--- src/rtl/seg_scan_decoder.sv ---
// rtl/seg_scan_decoder.sv - receive-side decoder for a multiplexed 7-segment display scan
module seg_scan_decoder #(
    parameter int SETTLE         = 4,
    parameter int DIG_ACTIVE_LOW = 0,
    parameter int STALE_CYCLES   = 200000,
    parameter int STALE_W        = 18
) (
    input  logic        clock,
    input  logic        reset,
    input  logic [6:0]  seg_in,
    input  logic [3:0]  dig_in,
    input  logic        dp_in,
    output logic [15:0] digits,
    output logic [3:0]  blank,
    output logic [3:0]  invalid,
    output logic        colon,
    output logic        frame_valid,
    output logic [7:0]  frame_cnt,
    output logic        stale
);

    localparam logic [3:0]         SETTLE_MAX = 4'(SETTLE);
    localparam logic [3:0]         SETTLE_M1  = 4'(SETTLE - 1);
    localparam logic [STALE_W-1:0] STALE_MAX  = STALE_W'(STALE_CYCLES);

    // Segment pattern -> {invalid, blank, nibble}
    function automatic logic [5:0] decode(input logic [6:0] s);
        logic [5:0] r;
        case (s)
            7'h3F:   r = {2'b00, 4'h0};
            7'h06:   r = {2'b00, 4'h1};
            7'h5B:   r = {2'b00, 4'h2};
            7'h4F:   r = {2'b00, 4'h3};
            7'h66:   r = {2'b00, 4'h4};
            7'h6D:   r = {2'b00, 4'h5};
            7'h7D:   r = {2'b00, 4'h6};
            7'h07:   r = {2'b00, 4'h7};
            7'h7F:   r = {2'b00, 4'h8};
            7'h6F:   r = {2'b00, 4'h9};
            7'h77:   r = {2'b00, 4'hA};
            7'h7C:   r = {2'b00, 4'hB};
            7'h39:   r = {2'b00, 4'hC};
            7'h5E:   r = {2'b00, 4'hD};
            7'h79:   r = {2'b00, 4'hE};
            7'h71:   r = {2'b00, 4'hF};
            7'h00:   r = {2'b01, 4'h0};
            default: r = {2'b10, 4'h0};
        endcase
        return r;
    endfunction

    logic [6:0]  seg_s1, seg_s2, seg_p;
    logic [3:0]  dig_s1, dig_s2, dig_p;
    logic        dp_s1, dp_s2, dp_p;
    logic [3:0]  dig_c;
    logic        one_hot, stable, capture, boundary;
    logic [3:0]  stab_cnt;
    logic        dwell_done;
    logic [1:0]  idx, last_idx;
    logic [5:0]  dec;
    logic [15:0] sh_val;
    logic [3:0]  sh_blank, sh_inv, seen;
    logic        sh_colon;
    logic [15:0] pub_digits;
    logic [3:0]  pub_blank, pub_inv;
    logic [STALE_W-1:0] stale_cnt;

    // Enables are normalised to active-high right after the synchronizer
    assign dig_c   = (DIG_ACTIVE_LOW != 0) ? ~dig_s2 : dig_s2;
    assign one_hot = (dig_c == 4'b0001) || (dig_c == 4'b0010) ||
                     (dig_c == 4'b0100) || (dig_c == 4'b1000);
    assign stable  = one_hot && ({seg_s2, dig_c, dp_s2} == {seg_p, dig_p, dp_p});
    assign capture = stable && !dwell_done && (stab_cnt == SETTLE_M1);
    assign dec      = decode(seg_s2);
    assign boundary = (seen != 4'b0) && (idx <= last_idx);

    // One-hot enable to digit index
    always_comb begin
        idx = 2'd0;
        case (dig_c)
            4'b0010: idx = 2'd1;
            4'b0100: idx = 2'd2;
            4'b1000: idx = 2'd3;
            default: idx = 2'd0;
        endcase
    end

    // Digits not scanned in the closing frame publish as blank zero
    always_comb begin
        pub_digits = 16'h0;
        for (int i = 0; i < 4; i++) begin
            pub_digits[4*i +: 4] = seen[i] ? sh_val[4*i +: 4] : 4'h0;
        end
        pub_blank = sh_blank | ~seen;
        pub_inv   = sh_inv & seen;
    end

    // Two-flop synchronizer plus one-cycle history for stability comparison
    always_ff @(posedge clock or negedge reset) begin
        if (!reset) begin
            seg_s1 <= '0; seg_s2 <= '0; seg_p <= '0;
            dig_s1 <= '0; dig_s2 <= '0; dig_p <= '0;
            dp_s1  <= 1'b0; dp_s2 <= 1'b0; dp_p <= 1'b0;
        end else begin
            seg_s1 <= seg_in; seg_s2 <= seg_s1; seg_p <= seg_s2;
            dig_s1 <= dig_in; dig_s2 <= dig_s1; dig_p <= dig_c;
            dp_s1  <= dp_in;  dp_s2  <= dp_s1;  dp_p  <= dp_s2;
        end
    end

    // Dwell counter: one capture per stable one-hot dwell
    always_ff @(posedge clock or negedge reset) begin
        if (!reset) begin
            stab_cnt   <= 4'd0;
            dwell_done <= 1'b0;
        end else if (!stable) begin
            stab_cnt   <= 4'd0;
            dwell_done <= 1'b0;
        end else begin
            if (stab_cnt < SETTLE_MAX) begin
                stab_cnt <= stab_cnt + 4'd1;
            end
            if (capture) begin
                dwell_done <= 1'b1;
            end
        end
    end

    // Shadow frame assembly and atomic publish on frame boundary
    always_ff @(posedge clock or negedge reset) begin
        if (!reset) begin
            digits      <= 16'h0;
            blank       <= 4'hF;
            invalid     <= 4'h0;
            colon       <= 1'b0;
            frame_valid <= 1'b0;
            frame_cnt   <= 8'd0;
            sh_val      <= 16'h0;
            sh_blank    <= 4'h0;
            sh_inv      <= 4'h0;
            sh_colon    <= 1'b0;
            seen        <= 4'h0;
            last_idx    <= 2'd3;
        end else begin
            frame_valid <= 1'b0;
            if (capture) begin
                if (boundary) begin
                    digits      <= pub_digits;
                    blank       <= pub_blank;
                    invalid     <= pub_inv;
                    colon       <= sh_colon;
                    frame_cnt   <= frame_cnt + 8'd1;
                    frame_valid <= 1'b1;
                    seen        <= dig_c;
                    sh_colon    <= dp_s2;
                end else begin
                    seen        <= seen | dig_c;
                    sh_colon    <= sh_colon | dp_s2;
                end
                sh_val[{idx, 2'b00} +: 4] <= dec[3:0];
                sh_blank[idx]             <= dec[4];
                sh_inv[idx]               <= dec[5];
                last_idx                  <= idx;
            end
        end
    end

    // Cycles since last capture, saturating; stale while saturated
    always_ff @(posedge clock or negedge reset) begin
        if (!reset) begin
            stale_cnt <= '0;
            stale     <= 1'b0;
        end else if (capture) begin
            stale_cnt <= '0;
            stale     <= 1'b0;
        end else if (stale_cnt != STALE_MAX) begin
            stale_cnt <= stale_cnt + STALE_W'(1);
            stale     <= ((stale_cnt + STALE_W'(1)) == STALE_MAX);
        end
    end

endmodule

--- config.mk ---
export PLATFORM = sky130hd
export DESIGN_NAME = seg_scan_decoder
export DESIGN_NICKNAME = d
export VERILOG_FILES = /design/src/rtl/seg_scan_decoder.sv
export SDC_FILE = /design/constraint.sdc
export NUM_CORES = 1
export LEC_CHECK = 0
export BUFFER_PORTS_ARGS = -buffer_cell sky130_fd_sc_hd__buf_2
export CAP_MARGIN = 20
export CORE_MARGIN = 3
export CORE_UTILIZATION = 53
export CTS_CLUSTER_DIAMETER = 150
export CTS_CLUSTER_SIZE = 30
export DETAILED_ROUTE_END_ITERATION = 6
export PLACE_DENSITY = 0.79
export SLEW_MARGIN = 20
export SYNTH_ARGS = -nofsm -noshare
export SYNTH_HDL_FRONTEND = slang
export SYNTH_SLANG_ARGS = --single-unit
export TNS_END_PERCENT = 50
--- constraint.sdc ---
create_clock -name clock -period 2.6 [get_ports clock]
set_input_delay 0.78 -clock clock [delete_from_list [all_inputs] [get_ports clock]]
set_output_delay 0.78 -clock clock [all_outputs]
set_load 0.02 [all_outputs]
## Yosys cells after proc, flatten, opt, wreduce, memory -nomap -nowiden

Cells that the tools add are included.

- Bits of input ports: 14
- Logic and storage cells: 102
- Register bits after elaboration: 125

- Reductions and logical operators: 13
- $add $sub $neg: 4
- Bitwise operators: 5
- Equal/unequal tests: 26
- Order comparisons: 4
- Shift-type cells: 2
- Mux-type cells: 23

Operators by type and width:

| kind | count |
|---|---|
| 6-bit case mux with 17 select lines | 1 |
| 7-bit == test, second input constant | 12 |
| 18-bit 2-to-1 mux | 2 |
| 4-bit 2-to-1 mux | 7 |
| 18-bit by 1-bit adder with 18-bit output, second input constant | 1 |
| 18-bit == test, second input constant | 1 |
| 18-bit inequality test, second input constant | 1 |
| 16-bit bitwise mux | 1 |
| 4-bit by 6-bit variable shift with 16-bit output, first input constant | 1 |
| 4-bit by 6-bit variable part select with 16-bit output | 1 |
| 7-bit by 3-bit == test with 1-bit output, second input constant | 2 |
| 7-bit by 6-bit == test with 1-bit output, second input constant | 2 |
| 12-bit == test | 1 |
| 8-bit by 1-bit adder with 8-bit output, second input constant | 1 |
| 4-bit bitwise mux | 2 |
| 4-bit by 2-bit == test with 1-bit output, second input constant | 2 |
| 1-bit 2-to-1 mux | 8 |
| 4-bit bitwise OR | 2 |
| 7-bit zero test | 1 |
| 4-bit negation with 6-bit output | 1 |
| 2-bit case mux with 3 select lines | 1 |
| 1-bit logical AND | 5 |
| 4-bit by 1-bit adder with 4-bit output, second input constant | 1 |
| 4-bit AND | 1 |
| 16 further kinds | 19 |

## Logic depth before layout (Yosys ltp)

- Depth after elaboration: 9
- Mapped depth: 13
- Depth with buffers taken out: 10

## Worst setup path after synthesis

OpenSTA, ideal clock, no wires.

- Path type: reg2reg
- Start point: register dig_s2[3], in the netlist dig_c[3]
- End point: register digits[0]
- Stages on the path, launching flop included: 13
- Path buffers: 2
- Arrival time: 2,383 ps
- Library setup time: 117 ps
- Clock period less this slack: 2,500 ps
- Required time: 2,483 ps
- Setup slack: 100 ps
- Cells stage by stage: dfrtp_1 buf_6 xor2_1 nand2_1 inv_1 ha_1 nor2b_1 o21ai_0 o41a_1 nand3_1 clkbuf_1 nand2_1 nand2_1

RTL lines:

| item | line | source |
|---|---|---|
| from (decl) | 53 | `logic [3:0] dig_s1, dig_s2, dig_p;` |
| from (signal assigned) | 106 | `dig_s1 <= dig_in; dig_s2 <= dig_s1; dig_p <= dig_c;` |
| 4-bit == test (tied with other cells) | 80 | `case (dig_c)` |
| 2-bit case mux with 3 select lines * | 80 |  |
| named net idx[1] | 59 | `logic [1:0] idx, last_idx;` |
| 2-bit <= comparator * | 75 | `assign boundary = (seen != 4'b0) && (idx <= last_idx);` |
| 1-bit logical AND * | 75 |  |
| 2-bit AND reduction (no line) * | -- |  |
| to (signal assigned) | 148 | `digits <= pub_digits;` |
| to (decl) | 13 | `output logic [15:0] digits,` |

The timed path passes the listed nets; every way through them passes the cells marked *.
A chain may end at the register's enable or synchronous reset.

## Worst setup path after layout

- Start point: register dig_s2[3], in the netlist dig_c[3]
- End point: register colon

RTL lines:

| item | line | source |
|---|---|---|
| 4-bit == test (tied with other cells) | 80 |  |
| 2-bit case mux with 3 select lines * | 80 |  |
| named net idx[1] | 59 |  |
| 2-bit <= comparator * | 75 |  |
| 1-bit logical AND * | 75 |  |
| 2-bit AND reduction (no line) * | -- |  |
| to (signal assigned) | 151 | `colon <= sh_colon;` |
| to (decl) | 16 | `output logic colon,` |

Marks and branches as above.

==> qor_table.md <==
| Quantity | Reported |
|:---|:---|
| I/O pins | 49 |
| Cts hold-fix bufs | 0 |
| DRT antenna net count | 0 |
| Setup CP Type | register to register |
| Total detailed-routing wirelength | 12.22 mm |
| Combinational group share of total power | 3.4% |
| Maximum number of pins on one net before global-route repair | 42 |
| Total of buffers placed on input and output ports | 48 |
| Launch instance of the worst register-to-register path | dig_c[3] |
| Via count of the first global-routing pass | 4059 |
| Most frequent standard cell in the layout excluding fill and tap cells | sky130_fd_sc_hd__dfrtp_1 |
| Register share of total power | 43.0% |
| Total overflow reported by the global router | 0 |
| Portion of netlist area occupied by mux cells | 0.7598% |
| Worst IR Drop VDD | 0.9126 mV |
| Internal power consumption | 3.615 mW |
| Post-CTS setup-driven buffer insertion count | 0 |
| Average footprint of a synthesized cell | 10.22 µm² |
| Core box area | 10000 µm² |
| Predominant post-synthesis flop cell | sky130_fd_sc_hd__dfrtp_1 |
| TritonCTS clock tree | done |
| Largest family of logic cells by synthesized area | simple AND/OR/NAND/NOR gates |
| # H-tree levels | 4 |
| Share of the synthesized netlist area taken by xor and xnor gates | 6.257% |
| Shortest period the worst path allows | 2.483 ns |
| Fraction of layout instances using a drive strength above 1 | 19.97% |
| Clock sink count | 125 |
| Starting DRC count in detailed routing | 262 |
| Max Buffers Root-to-Sink | 2 |
| Crit. Startpoint | dig_c[3] |
| Post-synthesis register bit count | 125 |
| Final-report max-slew violation count | 0 |
| Overall die area | 11830 µm² |
| Adder-cell share of the synthesized area | 2.235% |
| Antenna Cells | 0 |
| Initial core utilization | 55.99% |
| Leakage power | 3.256 nW |
| WL per Instance | 16.20 µm |
| Worst R2R Path Depth | 10 |
| Simple-gate share of the synthesized area | 23.71% |
| Gate Count Post-Synth | 548 |
| Syn_nets | 572 |
| Status | completed |
| Count of flip-flops with a built-in enable after synthesis | 0 |
| Area after detailed placement | 6037 µm² |
| Hold Fails Final Rpt | 0 |
| Critical-path maximum fanout | 6 |
| Sequential fraction of the synthesis area | 56.00% |
| PnR Total Power | 4.656 mW |
| First-pass DRT Iterations | 5 |
| Num rows | 36 |
| Fraction of registers with async set/reset | 100.0% |
| Area fraction in compound gates after synthesis | 8.022% |
| Power per unit of standard cell area | 692.4 nW/µm² |
| Highest-count cells in the layout ignoring fill and taps | sky130_fd_sc_hd__dfrtp_1, sky130_fd_sc_hd__nand2_1, sky130_fd_sc_hd__nor2_1, sky130_fd_sc_hd__buf_2, sky130_fd_sc_hd__nand3_1 |
| Internal reg-to-reg setup slack | 0.12 ns |
| Clock network fraction of total power | 53.6% |
| Horizontal extent of the die | 108.8 µm |
| Gr usage total | 22.44% |
| Critical register-to-register path endpoint | colon |
| Chip Height | 108.8 µm |
| Number of antenna violations at the first check in global routing | 0 |
| Buffer cell driving the clock tree root | sky130_fd_sc_hd__clkbuf_8 |
| Final period utilization | 95.51% |
| Final design utilization | 67.25% |
| Layout overhead on the synthesized area | 20.11% |
| Max Clock Freq | 402.7 MHz |
| Netlist area before placement | 5599 µm² |
| Worst-skew pair later-pin latency | 0.52 ns |
| Remaining routing DRC violations | 0 |
| Max-capacitance violation count | 0 |
| Number of buffers inserted during clock tree synthesis | 17 |
| Clock Pin Slew Worst Setup and Hold Paths | 0.06 ns |
| Setup repair after global routing missed its margin | true |
| Total setup violations reported at the end of the flow | 0 |
| Power dissipated by switching net loads | 1.042 mW |
| Total non-filler cell area in the finished layout | 6725 µm² |
| Slew margin rel. | 50.15% |
| Critical path required time | 3.00 ns |
| Synth warn | 0 |
| Type of the most critical hold path | input pin to asynchronous set/reset pin |
| Final estimated routing congestion in global placement | 0.9047 |
| Post-DP HPWL | 8.176 mm |
| Number of nets in the layout | 632 |
| Worst path arrival time | 2.88 ns |
| CP Launch Type | register |
| Via count | 4250 |
| Slew @ Worst Pin | 0.7410 ns |
| Vias/cell | 5.637 |
| Library cells used by synthesis | 57 |
| First-pass GRT wire length | 20.43 mm |
| Post-Route Skew | 0.009684 ns |
| Sw Share | 22.37% |
| Critical path endpoint category | register |
[timing repair]
action | CTS | global route
endpoints found under the hold margin | 0 | 0
gates resized for setup | 0 | 13
setup endpoints to repair | 0 | 35
[worst max path at each step]
stage / endpoint / cells after the start
6_report: colon / 10
5_1_grt: blank[3] / 11
4_1_cts: blank[3] / 11
3_5_place_dp: blank[1] / 11
3_3_place_gp: blank[3] / 11
2_1_floorplan: digits[0] / 12
[layout make-up]
class,instances,area [µm²]
clock buffer,18,417.9
clock inverter,14,206.4
fill,738,3274
inverter,8,30.03
multi-input combinational,388,2315
sequential,125,3138
tap,133,166.4
timing repair buffer,68,451.7
[power groups by stage]
stage               Combinational (mW)  Clock [mW]  Sequential, mW
finish                           0.157        2.50            2.00
global route                     0.177        2.64            2.01
CTS                              0.158        2.54            2.00
detailed placement               0.157           0            2.04
global placement                 0.155           0            2.03
floorplan                       0.0852           0            2.02
[registers in the layout, indices dropped and copies added (netlist names), 2 cells and up]
register and count:
dig_p 4, dig_c 4, invalid 4, seg_p 7
sh_inv 4, sh_val 16, seg_s2 7, frame_cnt 8
sh_blank 4, stab_cnt 4, stale_cnt 18, digits 16
seen 4, blank 4, seg_s1 7, dig_s1 4
last_idx 2
[cells by family (layout without fill, tap and decap cells)]
| group | after synthesis | after routing |
|---|---|---|
| AND/OR/NAND/NOR | 264 | 264 |
| flip-flops | 125 | 125 |
| AO/OA/AOI/OAI | 70 | 70 |
| XOR/XNOR | 40 | 40 |
| buffers and inverters | 35 | 108 |
| adder cells (fa/ha/maj) | 10 | 10 |
| multiplexers | 4 | 4 |
[metrics by stage]
stage / setup TNS (ns) / worst slack, ns / hold slack [ns] / instances
2_1_floorplan: 0 / 0.09954 / 0.3312 / 548
3_3_place_gp: 0 / 0.2365 / 0.3318 / 721
3_5_place_dp: 0 / 0.1257 / 0.3347 / 721
4_1_cts: 0 / 0.06640 / 0.2633 / 753
5_1_grt: -0.06762 / -0.04241 / 0.2821 / 754
6_report: 0 / 0.1167 / 0.2625 / 754
[routing by layer]
| metal | vias up | global-route usage [%] | routed length, µm |
|---|---|---|---|
| met5 | - | 0 | 0 |
| met4 | 0 | 6.583 | 140 |
| met3 | 14 | 5.447 | 730 |
| met2 | 148 | 36.89 | 6038 |
| met1 | 2076 | 29.74 | 5305 |
| li1 | 2012 | - | - |
[worst max-delay path, stage by stage (launching register included)]
cell	delay, ns
sky130_fd_sc_hd__dfrtp_2	0.46
sky130_fd_sc_hd__xor2_1	0.19
sky130_fd_sc_hd__nand2_1	0.15
sky130_fd_sc_hd__inv_2	0.07
sky130_fd_sc_hd__ha_1	0.30
sky130_fd_sc_hd__nor2b_1	0.13
sky130_fd_sc_hd__o21ai_1	0.15
sky130_fd_sc_hd__o41a_1	0.24
sky130_fd_sc_hd__nand3_2	0.18
sky130_fd_sc_hd__buf_4	0.23
sky130_fd_sc_hd__mux2_2	0.26
[synthesized netlist by cell type (all sizes together) (11+ instances only)]
cell | instances | share of area (%)
nor3 | 13 | 1.3
nand3 | 46 | 4.1
buf | 15 | 1.7
dfrtp | 119 | 53
nor2 | 47 | 3.2
a21o | 14 | 1.9
nand2 | 87 | 5.8
xor2 | 17 | 2.7
clkbuf | 12 | 0.80
xnor2 | 23 | 3.6
o21ai | 27 | 2.4
nand4 | 11 | 1.3
(Power assumes the default switching activity.)
